File: config.mk
export PLATFORM = sky130hd
export DESIGN_NAME = vga_timing_gen
export DESIGN_NICKNAME = d
export VERILOG_FILES = /design/src/rtl/vga_timing_gen.sv
export SDC_FILE = /design/constraint.sdc
export NUM_CORES = 1
export LEC_CHECK = 0
export CAP_MARGIN = 0
export CELL_PAD_IN_SITES_DETAIL_PLACEMENT = 1
export CELL_PAD_IN_SITES_GLOBAL_PLACEMENT = 1
export CORE_MARGIN = 4
export CORE_UTILIZATION = 40
export CTS_BUF_LIST = sky130_fd_sc_hd__clkbuf_8
export CTS_CLUSTER_SIZE = 30
export DETAILED_ROUTE_END_ITERATION = 10
export PLACE_DENSITY = 0.77
export SETUP_SLACK_MARGIN = 0.4
export SYNTH_ARGS = -nofsm -noshare
export SYNTH_HDL_FRONTEND = slang
export SYNTH_SLANG_ARGS = --single-unit
File: constraint.sdc
create_clock -name i_pixclk -period 3.59 [get_ports i_pixclk]
set_input_delay 0.5385 -clock i_pixclk [delete_from_list [all_inputs] [get_ports i_pixclk]]
set_output_delay 0.5385 -clock i_pixclk [all_outputs]
set_load 0.01 [all_outputs]
File: src/rtl/vga_timing_gen.sv
// Pixel-clock timing master: line/frame counters, source strobes and the
// two-stage sync/DE/RGB output pipeline feeding the TMDS encoder.
module vga_timing_gen #(
    parameter int unsigned BITS_PER_COLOR = 4,
    parameter int unsigned HW             = 12,
    parameter int unsigned VW             = 12
) (
    input  logic                          i_pixclk,
    input  logic                          i_reset,
    input  logic [HW-1:0]                 i_hm_width,
    input  logic [HW-1:0]                 i_hm_porch,
    input  logic [HW-1:0]                 i_hm_synch,
    input  logic [HW-1:0]                 i_hm_raw,
    input  logic [VW-1:0]                 i_vm_height,
    input  logic [VW-1:0]                 i_vm_porch,
    input  logic [VW-1:0]                 i_vm_synch,
    input  logic [VW-1:0]                 i_vm_raw,
    input  logic [3*BITS_PER_COLOR-1:0]   i_pixel,
    output logic                          o_rd,
    output logic                          o_newline,
    output logic                          o_newframe,
    output logic [HW-1:0]                 o_width,
    output logic [VW-1:0]                 o_height,
    output logic                          o_vga_hsync,
    output logic                          o_vga_vsync,
    output logic                          o_vga_de,
    output logic [BITS_PER_COLOR-1:0]     o_vga_red,
    output logic [BITS_PER_COLOR-1:0]     o_vga_green,
    output logic [BITS_PER_COLOR-1:0]     o_vga_blue
);

    localparam int unsigned BPP = 3 * BITS_PER_COLOR;

    typedef enum logic {
        ST_INVALID = 1'b0,
        ST_RUN     = 1'b1
    } state_t;

    state_t        state;
    logic [HW-1:0] hpos;
    logic [VW-1:0] vpos;

    // Shadow copies of the mode inputs; only these drive the timing.
    logic [HW-1:0] sh_width;
    logic [HW-1:0] sh_porch;
    logic [HW-1:0] sh_synch;
    logic [HW-1:0] sh_raw;
    logic [VW-1:0] sh_height;
    logic [VW-1:0] sh_vporch;
    logic [VW-1:0] sh_vsynch;
    logic [VW-1:0] sh_vraw;

    logic          in_ok;
    logic          sh_ok;
    logic          line_end;
    logic          frame_end;
    logic          latch_en;

    logic          de1;
    logic          hs1;
    logic          vs1;

    function automatic logic h_mode_ok(
        input logic [HW-1:0] width,
        input logic [HW-1:0] porch,
        input logic [HW-1:0] synch,
        input logic [HW-1:0] raw
    );
        return (width != '0) && (width <= porch) && (porch <= synch) && (synch < raw);
    endfunction

    function automatic logic v_mode_ok(
        input logic [VW-1:0] height,
        input logic [VW-1:0] porch,
        input logic [VW-1:0] synch,
        input logic [VW-1:0] raw
    );
        return (height != '0) && (height <= porch) && (porch <= synch) && (synch < raw);
    endfunction

    // Validity of the incoming mode and of the currently latched one.
    always_comb begin
        in_ok = h_mode_ok(i_hm_width, i_hm_porch, i_hm_synch, i_hm_raw)
             && v_mode_ok(i_vm_height, i_vm_porch, i_vm_synch, i_vm_raw);
        sh_ok = h_mode_ok(sh_width, sh_porch, sh_synch, sh_raw)
             && v_mode_ok(sh_height, sh_vporch, sh_vsynch, sh_vraw);
    end

    // Source strobes; an invalid mode parks the sources in their reset.
    always_comb begin
        line_end   = 1'b0;
        frame_end  = 1'b0;
        o_rd       = 1'b0;
        o_newline  = 1'b1;
        o_newframe = 1'b1;
        if (state == ST_RUN) begin
            line_end   = (hpos == HW'(sh_raw - HW'(1)));
            frame_end  = line_end && (vpos == VW'(sh_vraw - VW'(1)));
            o_rd       = (hpos < sh_width) && (vpos < sh_height);
            o_newline  = line_end;
            o_newframe = frame_end;
        end
    end

    assign latch_en = i_reset || o_newframe;
    assign o_width  = sh_width;
    assign o_height = sh_height;

    // Mode shadows move only at frame boundaries (or every cycle while invalid).
    always_ff @(posedge i_pixclk) begin
        if (latch_en) begin
            sh_width  <= i_hm_width;
            sh_porch  <= i_hm_porch;
            sh_synch  <= i_hm_synch;
            sh_raw    <= i_hm_raw;
            sh_height <= i_vm_height;
            sh_vporch <= i_vm_porch;
            sh_vsynch <= i_vm_synch;
            sh_vraw   <= i_vm_raw;
        end
    end

    // Run/invalid control and the raster counters.
    always_ff @(posedge i_pixclk) begin
        if (i_reset) begin
            state <= in_ok ? ST_RUN : ST_INVALID;
            hpos  <= '0;
            vpos  <= '0;
        end else begin
            case (state)
                ST_INVALID: begin
                    hpos  <= '0;
                    vpos  <= '0;
                    state <= sh_ok ? ST_RUN : ST_INVALID;
                end
                ST_RUN: begin
                    if (line_end) begin
                        hpos <= '0;
                        vpos <= frame_end ? '0 : VW'(vpos + VW'(1));
                    end else begin
                        hpos <= HW'(hpos + HW'(1));
                    end
                    if (frame_end) begin
                        state <= in_ok ? ST_RUN : ST_INVALID;
                    end
                end
                default: begin
                    hpos  <= '0;
                    vpos  <= '0;
                    state <= ST_INVALID;
                end
            endcase
        end
    end

    // Two-stage output pipeline: stage 1 waits for the source's registered pixel.
    always_ff @(posedge i_pixclk) begin
        if (i_reset) begin
            de1         <= 1'b0;
            hs1         <= 1'b1;
            vs1         <= 1'b1;
            o_vga_de    <= 1'b0;
            o_vga_hsync <= 1'b1;
            o_vga_vsync <= 1'b1;
            o_vga_red   <= '0;
            o_vga_green <= '0;
            o_vga_blue  <= '0;
        end else begin
            de1 <= o_rd;
            hs1 <= !((state == ST_RUN) && (hpos >= sh_porch) && (hpos < sh_synch));
            vs1 <= !((state == ST_RUN) && (vpos >= sh_vporch) && (vpos < sh_vsynch));

            o_vga_de    <= de1;
            o_vga_hsync <= hs1;
            o_vga_vsync <= vs1;
            if (de1) begin
                o_vga_red   <= i_pixel[BPP-1                  -: BITS_PER_COLOR];
                o_vga_green <= i_pixel[2*BITS_PER_COLOR-1      -: BITS_PER_COLOR];
                o_vga_blue  <= i_pixel[BITS_PER_COLOR-1        -: BITS_PER_COLOR];
            end else begin
                o_vga_red   <= '0;
                o_vga_green <= '0;
                o_vga_blue  <= '0;
            end
        end
    end

endmodule

==> out/results.tsv, run 1 <==
stage	metric	value	unit
drt	wl	35400	µm
drt	drt_iter0_markers	489	
cts	path_clk_slew	0.09	ns
pwr	power.density	330	nW/µm²
yosys	ys_warn_count	0	
final_layout	final_cell_mix	211 x ha_1, 179 x inv_1, 148 x clkdlybuf4s50_1	
timing	fin_crit_sh	101	%
pwr	total_power	0.00451	W
worst_hold_path	min_path_type	register to register	
critical_path	crit_path_end_kind	output port	
yosys	synth_top_area_cell	edfxtp_1	
yosys	synth_top_area_share	27.8	%
cts	h-tree-depth	4	
timing	maxSlewViolCount	0	
placement	dp.cells	1559	
final_layout	num_antenna_cells	0	
final_layout	fin_area	13700	µm²
drt	drt_first_pass_iters	4	
yosys	synth_ff_type	edfxtp_1	
pwr	p_leak	6.54	nW
critical_path	ff2ff_setup_slack	0.13	ns
placement	routabilityCongestion	0.870	
worst_hold_path	holdPathEnd	o_vga_hsync	
critical_path	ff2ff_path_depth	12	
cts	clkSinkCount	139	
critical_path	r2r_end	sh_vsynch[6]	
cts	clock_latency	0.48	ns
grt	antenna_found_initial	1	
timing	finalCriticalPeriod	3.63	ns
drt	wl_per_cell	21.7	µm
die	die_x	169	µm
outcome	status	finished, violations left	
timing	fmax	0.276	GHz
cts	cts_tree	yes	
pwr	combPwrFrac	27.5	%
placement	port_buffers	151	
drt	vias_per_cell	5.51	
timing	rsz0062_at_grt	yes	
drt	vias	8968	
timing	tightestPinTransition	0.635	ns
run	maxCapViolCount	0	
critical_path	reg2reg_from	sh_raw[2]	
final_layout	fin_nets	1607	
pwr	p_int	0.00308	W
placement	post_dp_cell_area	12600	µm²
timing	setup_viol	1	
final_layout	stdcell_count	1628	
yosys	syn_area_per_cell	9.89	µm²
critical_path	arrival	3.09	ns
drt	drc	0	
die	io_pins	152	
die	die_y	169	µm
timing	fin_skew	0.0203	ns
yosys	ys_ff_latch	139	
grt	grt_pass1_vias	9592	
drt	highest_layer	met4	
drt	met1_length	15600	µm
yosys	synth_edf_count	96	
yosys	async_flop_share	0	%
pwr	seqPwrFrac	43.8	%
timing	slew_headroom	57.6	%
drt	detail-route-antenna-nets	0	
timing	setup_ws	-0.0363	ns
die	rows	58	
cts	numCtsBuffers	17	
die	start_util	40.9	%
yosys	synth_cell_types	61	
drt	wl_met3	1590	µm
pwr	clkPwrFrac	28.8	%
timing	hold_viol	0	
critical_path	cp-start-kind	register	
cts	cts_max_path_buffers	2	
grt	grt_max_degree	17	
yosys	netlist_area	10400	µm²
yosys	synth_area_leaders	edfxtp_1 28%, ha_1 26%, dfxtp_1 8.3%	
yosys	synthCells	1048	
critical_path	startpoint	sh_raw[2]	
critical_path	critPathRequiredTime	3.05	ns
placement	dp_hpwl	27700	µm
pwr	peakVddDrop	0.000279	V
critical_path	critPathMaxFanout	4	
grt	grt-ovfl-total	0	
die	core	25300	µm²
critical_path	crit_type	register to output port	
worst_hold_path	hold_start	hs1	
final_layout	multiInputGateArea	5970	µm²
yosys	yosysSeqAreaShare	36.1	%
cts	root_buffer	clkbuf_8	
placement	post-place-ws	-0.0416	ns
final_layout	seqCellArea	3740	µm²
final_layout	fillCellCount	2791	
final_layout	final_common_cell	ha_1	
worst_hold_path	min_path_cells	1	
die	dieArea	28600	µm²
grt	grt_pass1_wl	53500	µm
final_layout	drive_gt1_share	11.5	%
drt	met2_wirelength	17200	µm
pwr	switching_share	31.8	%
final_layout	area_delta_synth_final	32.0	%
timing	tns	-0.0363	ns
yosys	synth_fp_nets	1370	
pwr	power_switching	0.00143	W
outcome	violations	negative setup slack	
grt	grtUsageTotal	24.2	%
[worst max-delay path by stage]
stage / slack (ns) / to / cells after the start
floorplan: 0.41 / o_height[0] / 10
CTS: -0.0002 / o_newframe / 10
global placement: 0.04 / o_newframe / 10
global route: -0.13 / o_newframe / 9
finish: -0.04 / o_newframe / 8
detailed placement: -0.04 / o_newframe / 10
[per-stage QoR]
stage | hold WS, ns | util [%]
floorplan | 0.389 | -
global placement | 0.392 | 49.8
detailed placement | 0.407 | 49.8
CTS | 0.411 | 52.9
global route | 0.435 | 54.0
finish | 0.417 | 54.0
[cell families (layout without fill, tap and decap cells)]
logic type,count (synthesis),count (layout),synth area share [%]
adders and majority gates,212,212,25.6
AOI/OAI and AO/OA,219,219,14.3
and+or+nand+nor,244,244,13.2
xor gates and xnor gates,45,45,3.80
buffers and inverters,189,439,7.01
DFF,139,139,36.1
[cell usage after synthesis, types with 14 or more instances]
cell and n:
nor4_1 21, nand2b_1 17, nand3_1 31, dfxtp_1 43
a21o_1 56, o21ai_0 32, nor3_1 14, xor2_1 18
nor2_1 35, xnor2_1 27, inv_1 180, o211ai_1 15
edfxtp_1 96, nand4_1 31, nand2_1 24, a21oi_1 63
nor2b_1 15, ha_1 212
[what timing repair did]
| item | in CTS | in global routing |
|---|---|---|
| hold buffers | 0 | 0 |
| endpoints found under the setup margin | 110 | 115 |
| pin swaps | 5 | 5 |
| gates resized for setup | 25 | 22 |
| setup buffers | 17 | 9 |
| gates cloned | 6 | 5 |
[final cells by class]
class                   instances  area share [%]
multi-input cells             720            43.6
well taps                     330            3.02
flip-flops and latches        139            27.4
clock buffers                  17            1.71
clock inverters                15            1.10
inverters                     180            4.94
repair buffers                227            18.2
[critical path, cell delays in order (launching register included)]
cell,delay (ns)
edfxtp_1,0.40
or4_4,0.59
or3_4,0.35
and3_4,0.20
a2111oi_4,0.34
o2111ai_4,0.20
or3_4,0.37
nand2_2,0.08
buf_6,0.11
[power groups by stage]
stage	registers, W	logic [W]	clock network [W]
5_1_grt	0.00199	0.00137	0.00137
3_5_place_dp	0.00201	0.00108	0
3_3_place_gp	0.00200	0.00103	0
2_1_floorplan	0.00196	0.000578	0
4_1_cts	0.00197	0.00117	0.00129
6_report	0.00197	0.00124	0.00130
[routing by layer]
layer,track usage [%],vias to the layer above
met4,7.63,0
met5,0,-
met1,31.6,4426
li1,-,4260
met3,3.57,55
met2,41.6,227
[sequential cells by signal, summed over array words and instances, names as in the netlist, 12 cells and up]
signal,cells
sh_vsynch,12
vpos,12
sh_synch,12
o_height,12
o_width,12
sh_porch,12
hpos,12
sh_vporch,12
sh_vraw,12
sh_raw,12
Note: power is estimated with default switching activity, not from simulation.
==> inputs of run 2 (changes only) <==
--- a/config.mk
+++ b/config.mk
@@ -5,11 +5,13 @@
 export SDC_FILE = /design/constraint.sdc
 export NUM_CORES = 1
 export LEC_CHECK = 0
+export ABC_AREA = 1
+export ABC_CLOCK_PERIOD_IN_PS = 3590
 export CAP_MARGIN = 0
 export CELL_PAD_IN_SITES_DETAIL_PLACEMENT = 1
 export CELL_PAD_IN_SITES_GLOBAL_PLACEMENT = 1
 export CORE_MARGIN = 4
-export CORE_UTILIZATION = 40
+export CORE_UTILIZATION = 38
 export CTS_BUF_LIST = sky130_fd_sc_hd__clkbuf_8
 export CTS_CLUSTER_SIZE = 30
 export DETAILED_ROUTE_END_ITERATION = 10
==> out/results.tsv, run 2 <==
stage	metric	value	unit
outcome	status	finished, final reports clean	
die	io_pins	152	
critical_path	arrival	2.49	ns
worst_hold_path	min_path_type	register to register	
timing	setup_ws	0.558	ns
pwr	power.density	335	nW/µm²
drt	drt_first_pass_iters	5	
cts	numCtsBuffers	17	
pwr	combPwrFrac	27.1	%
yosys	netlist_area	10900	µm²
critical_path	crit_path_cell_trace	inv_1 > ha_1 > a21boi_0 > o211ai_1 > nand2_1 > a221oi_2 > nand3_2 > inv_1 > dlygate4sd2_1	
pwr	power_switching	0.00153	W
final_layout	multiInputGateArea	6170	µm²
final_layout	drive_gt1_share	5.96	%
timing	tns	0	ns
yosys	synth_commonest_cells	270 x nand2_1, 268 x inv_1, 212 x ha_1	
pwr	p_int	0.00301	W
critical_path	critPathRequiredTime	3.05	ns
pwr	switching_share	33.7	%
critical_path	cpLargestDelayFamily	compound AO/OA/AOI/OAI gates	
critical_path	crit_path_end_kind	output port	
timing	fin_skew	0.0211	ns
yosys	ys_warn_count	0	
placement	dp_hpwl	30400	µm
drt	vias	10100	
yosys	synth_ff_type	edfxtp_1	
drt	wl_per_cell	18.5	µm
critical_path	slowest_stage	edfxtp_1	
die	rows	61	
cts	cts_tree	yes	
placement	dp.cells	1910	
final_layout	fin_area	13600	µm²
yosys	synth_area_leaders	edfxtp_1 26%, ha_1 24%, nand2_1 9.3%	
yosys	synth_top_area_share	26.5	%
final_layout	fin_util	48.4	%
drt	vias_per_cell	5.17	
grt	grt_pass1_wl	56100	µm
yosys	ys_ff_latch	139	
die	die_x	177	µm
pwr	peakVddDrop	0.000223	V
critical_path	crit_type	register to output port	
yosys	async_flop_share	0	%
final_layout	fillCellCount	3450	
pwr	clkPwrFrac	29.4	%
timing	hold_viol	0	
drt	drc	0	
cts	cts_max_path_buffers	2	
critical_path	cp_common_cell	inv_1	
cts	clkSinkCount	139	
yosys	syn_area_per_cell	7.95	µm²
critical_path	cpPeakStageDelay	0.41	ns
yosys	synth_edf_count	96	
timing	tightestPinTransition	0.634	ns
run	maxCapViolCount	0	
timing	fin_crit_sh	84.5	%
grt	grt-ovfl-total	0	
cts	root_buffer	clkbuf_8	
yosys	synth_fp_nets	1693	
timing	rsz0062_at_grt	no	
pwr	p_leak	6.69	nW
pwr	seqPwrFrac	43.5	%
drt	drt_iter0_markers	444	
critical_path	critPathMaxFanout	2	
yosys	synth_cell_types	42	
timing	slew_headroom	57.7	%
timing	maxSlewViolCount	0	
drt	detail-route-antenna-nets	0	
die	dieArea	31400	µm²
timing	finalCriticalPeriod	3.03	ns
final_layout	stdcell_count	1956	
timing	fmax	0.330	GHz
yosys	synthCells	1371	
grt	grtUsageTotal	23.0	%
grt	grt_pass1_vias	10700	
timing	setup_viol	0	
drt	wl	36100	µm
final_layout	seqCellArea	3740	µm²
final_layout	fin_nets	1887	
grt	grt_max_degree	32	
cts	clock_latency	0.48	ns
final_layout	final_cell_mix	269 x nand2_1, 268 x inv_1, 210 x ha_1	
placement	port_buffers	151	
critical_path	critical_path_buf_inv_count	3	
final_layout	final_common_cell	nand2_1	
cts	h-tree-depth	4	
die	core	28000	µm²
placement	post_dp_cell_area	13000	µm²
die	die_y	177	µm
yosys	synth_most_common_cell	nand2_1	
cts	cts-hold-fix-buffers	0	
yosys	yosysSeqAreaShare	34.4	%
final_layout	num_antenna_cells	0	
critical_path	cp-start-kind	register	
cts	path_clk_slew	0.09	ns
grt	antenna_found_initial	0	
placement	post-place-ws	0.539	ns
yosys	synth_top_area_cell	edfxtp_1	
die	start_util	38.9	%
final_layout	area_delta_synth_final	24.4	%
placement	routabilityCongestion	0.847	
-- run 2: changes by cell type after synthesis, moves of 17 or more --
cell / previous run / this run
nor4_1: 21 / 2
nand3_1: 31 / 65
a21oi_1: 63 / 104
inv_1: 180 / 268
nand2b_1: 17 / 0
nand2_1: 24 / 270
xnor2_1: 27 / 2
a21o_1: 56 / 0
nor2_1: 35 / 144
-- run 2: timing repair --
item / 4_1_cts / 5_1_grt
buffers inserted: 2 / 12
pin swaps: 2 / 5
resized for setup: 14 / 11
endpoints found under the setup margin: 3 / 3
-- run 2: final cells by class --
cell class              instances  share of cell area [%]
clock buffers                  18                    1.83
clock inverters                14                   0.970
inverters                     270                    7.50
multi-input cells             956                    45.5
flip-flops and latches        139                    27.6
well taps                     378                    3.49
repair buffers                181                    13.1
-- run 2: final timing paths --
| path | from | to | slack [ns] | cells after the start |
|---|---|---|---|---|
| worst min register to register | hs1 | o_vga_hsync | 0.41 | 1 |
| worst max-delay path | o_width[1] | o_rd | 0.56 | 9 |
| worst max register to register | sh_raw[2] | sh_vraw[0] | 0.90 | 12 |
| worst min-delay path | hs1 | o_vga_hsync | 0.41 | 1 |
-- run 2: logic make-up (layout without fill, tap and decap cells) --
group                    after synthesis  count (layout)  share of synthesized area (%)
adder cells (fa/ha/maj)              212             212                           24.4
AO/OA/AOI/OAI                        175             175                           8.67
AND/OR/NAND/NOR                      557             557                           21.9
flip-flops                           139             139                           34.4
XOR/XNOR                              12              12                          0.965
buffers and inverters                276             483                           9.74
-- run 2: stage by stage --
step / hold WS (ns) / power [W]
global placement: 0.393 / 0.00313
global route: 0.437 / 0.00481
floorplan: 0.389 / 0.00265
detailed placement: 0.397 / 0.00320
CTS: 0.415 / 0.00454
finish: 0.414 / 0.00454
-- run 2: metal layers --
| metal | vias up | global-route usage (%) | wire length, µm | share of wire [%] |
|---|---|---|---|---|
| met5 | - | 0 | 0 | 0 |
| met3 | 63 | 3.60 | 1630 | 4.5 |
| li1 | 4935 | - | - | - |
| met1 | 4881 | 31.7 | 17100 | 47 |
| met2 | 225 | 37.1 | 16400 | 45 |
| met4 | 0 | 7.83 | 1030 | 2.8 |
-- run 2: power by group through the flow --
stage                     Clock, W  Sequential (W)  Combinational (W)
after floorplan                  0         0.00197           0.000676
after global placement           0         0.00200            0.00112
after detailed placement         0         0.00201            0.00119
after CTS                  0.00136         0.00197            0.00121
after global routing       0.00143         0.00199            0.00139
final                      0.00133         0.00197            0.00123
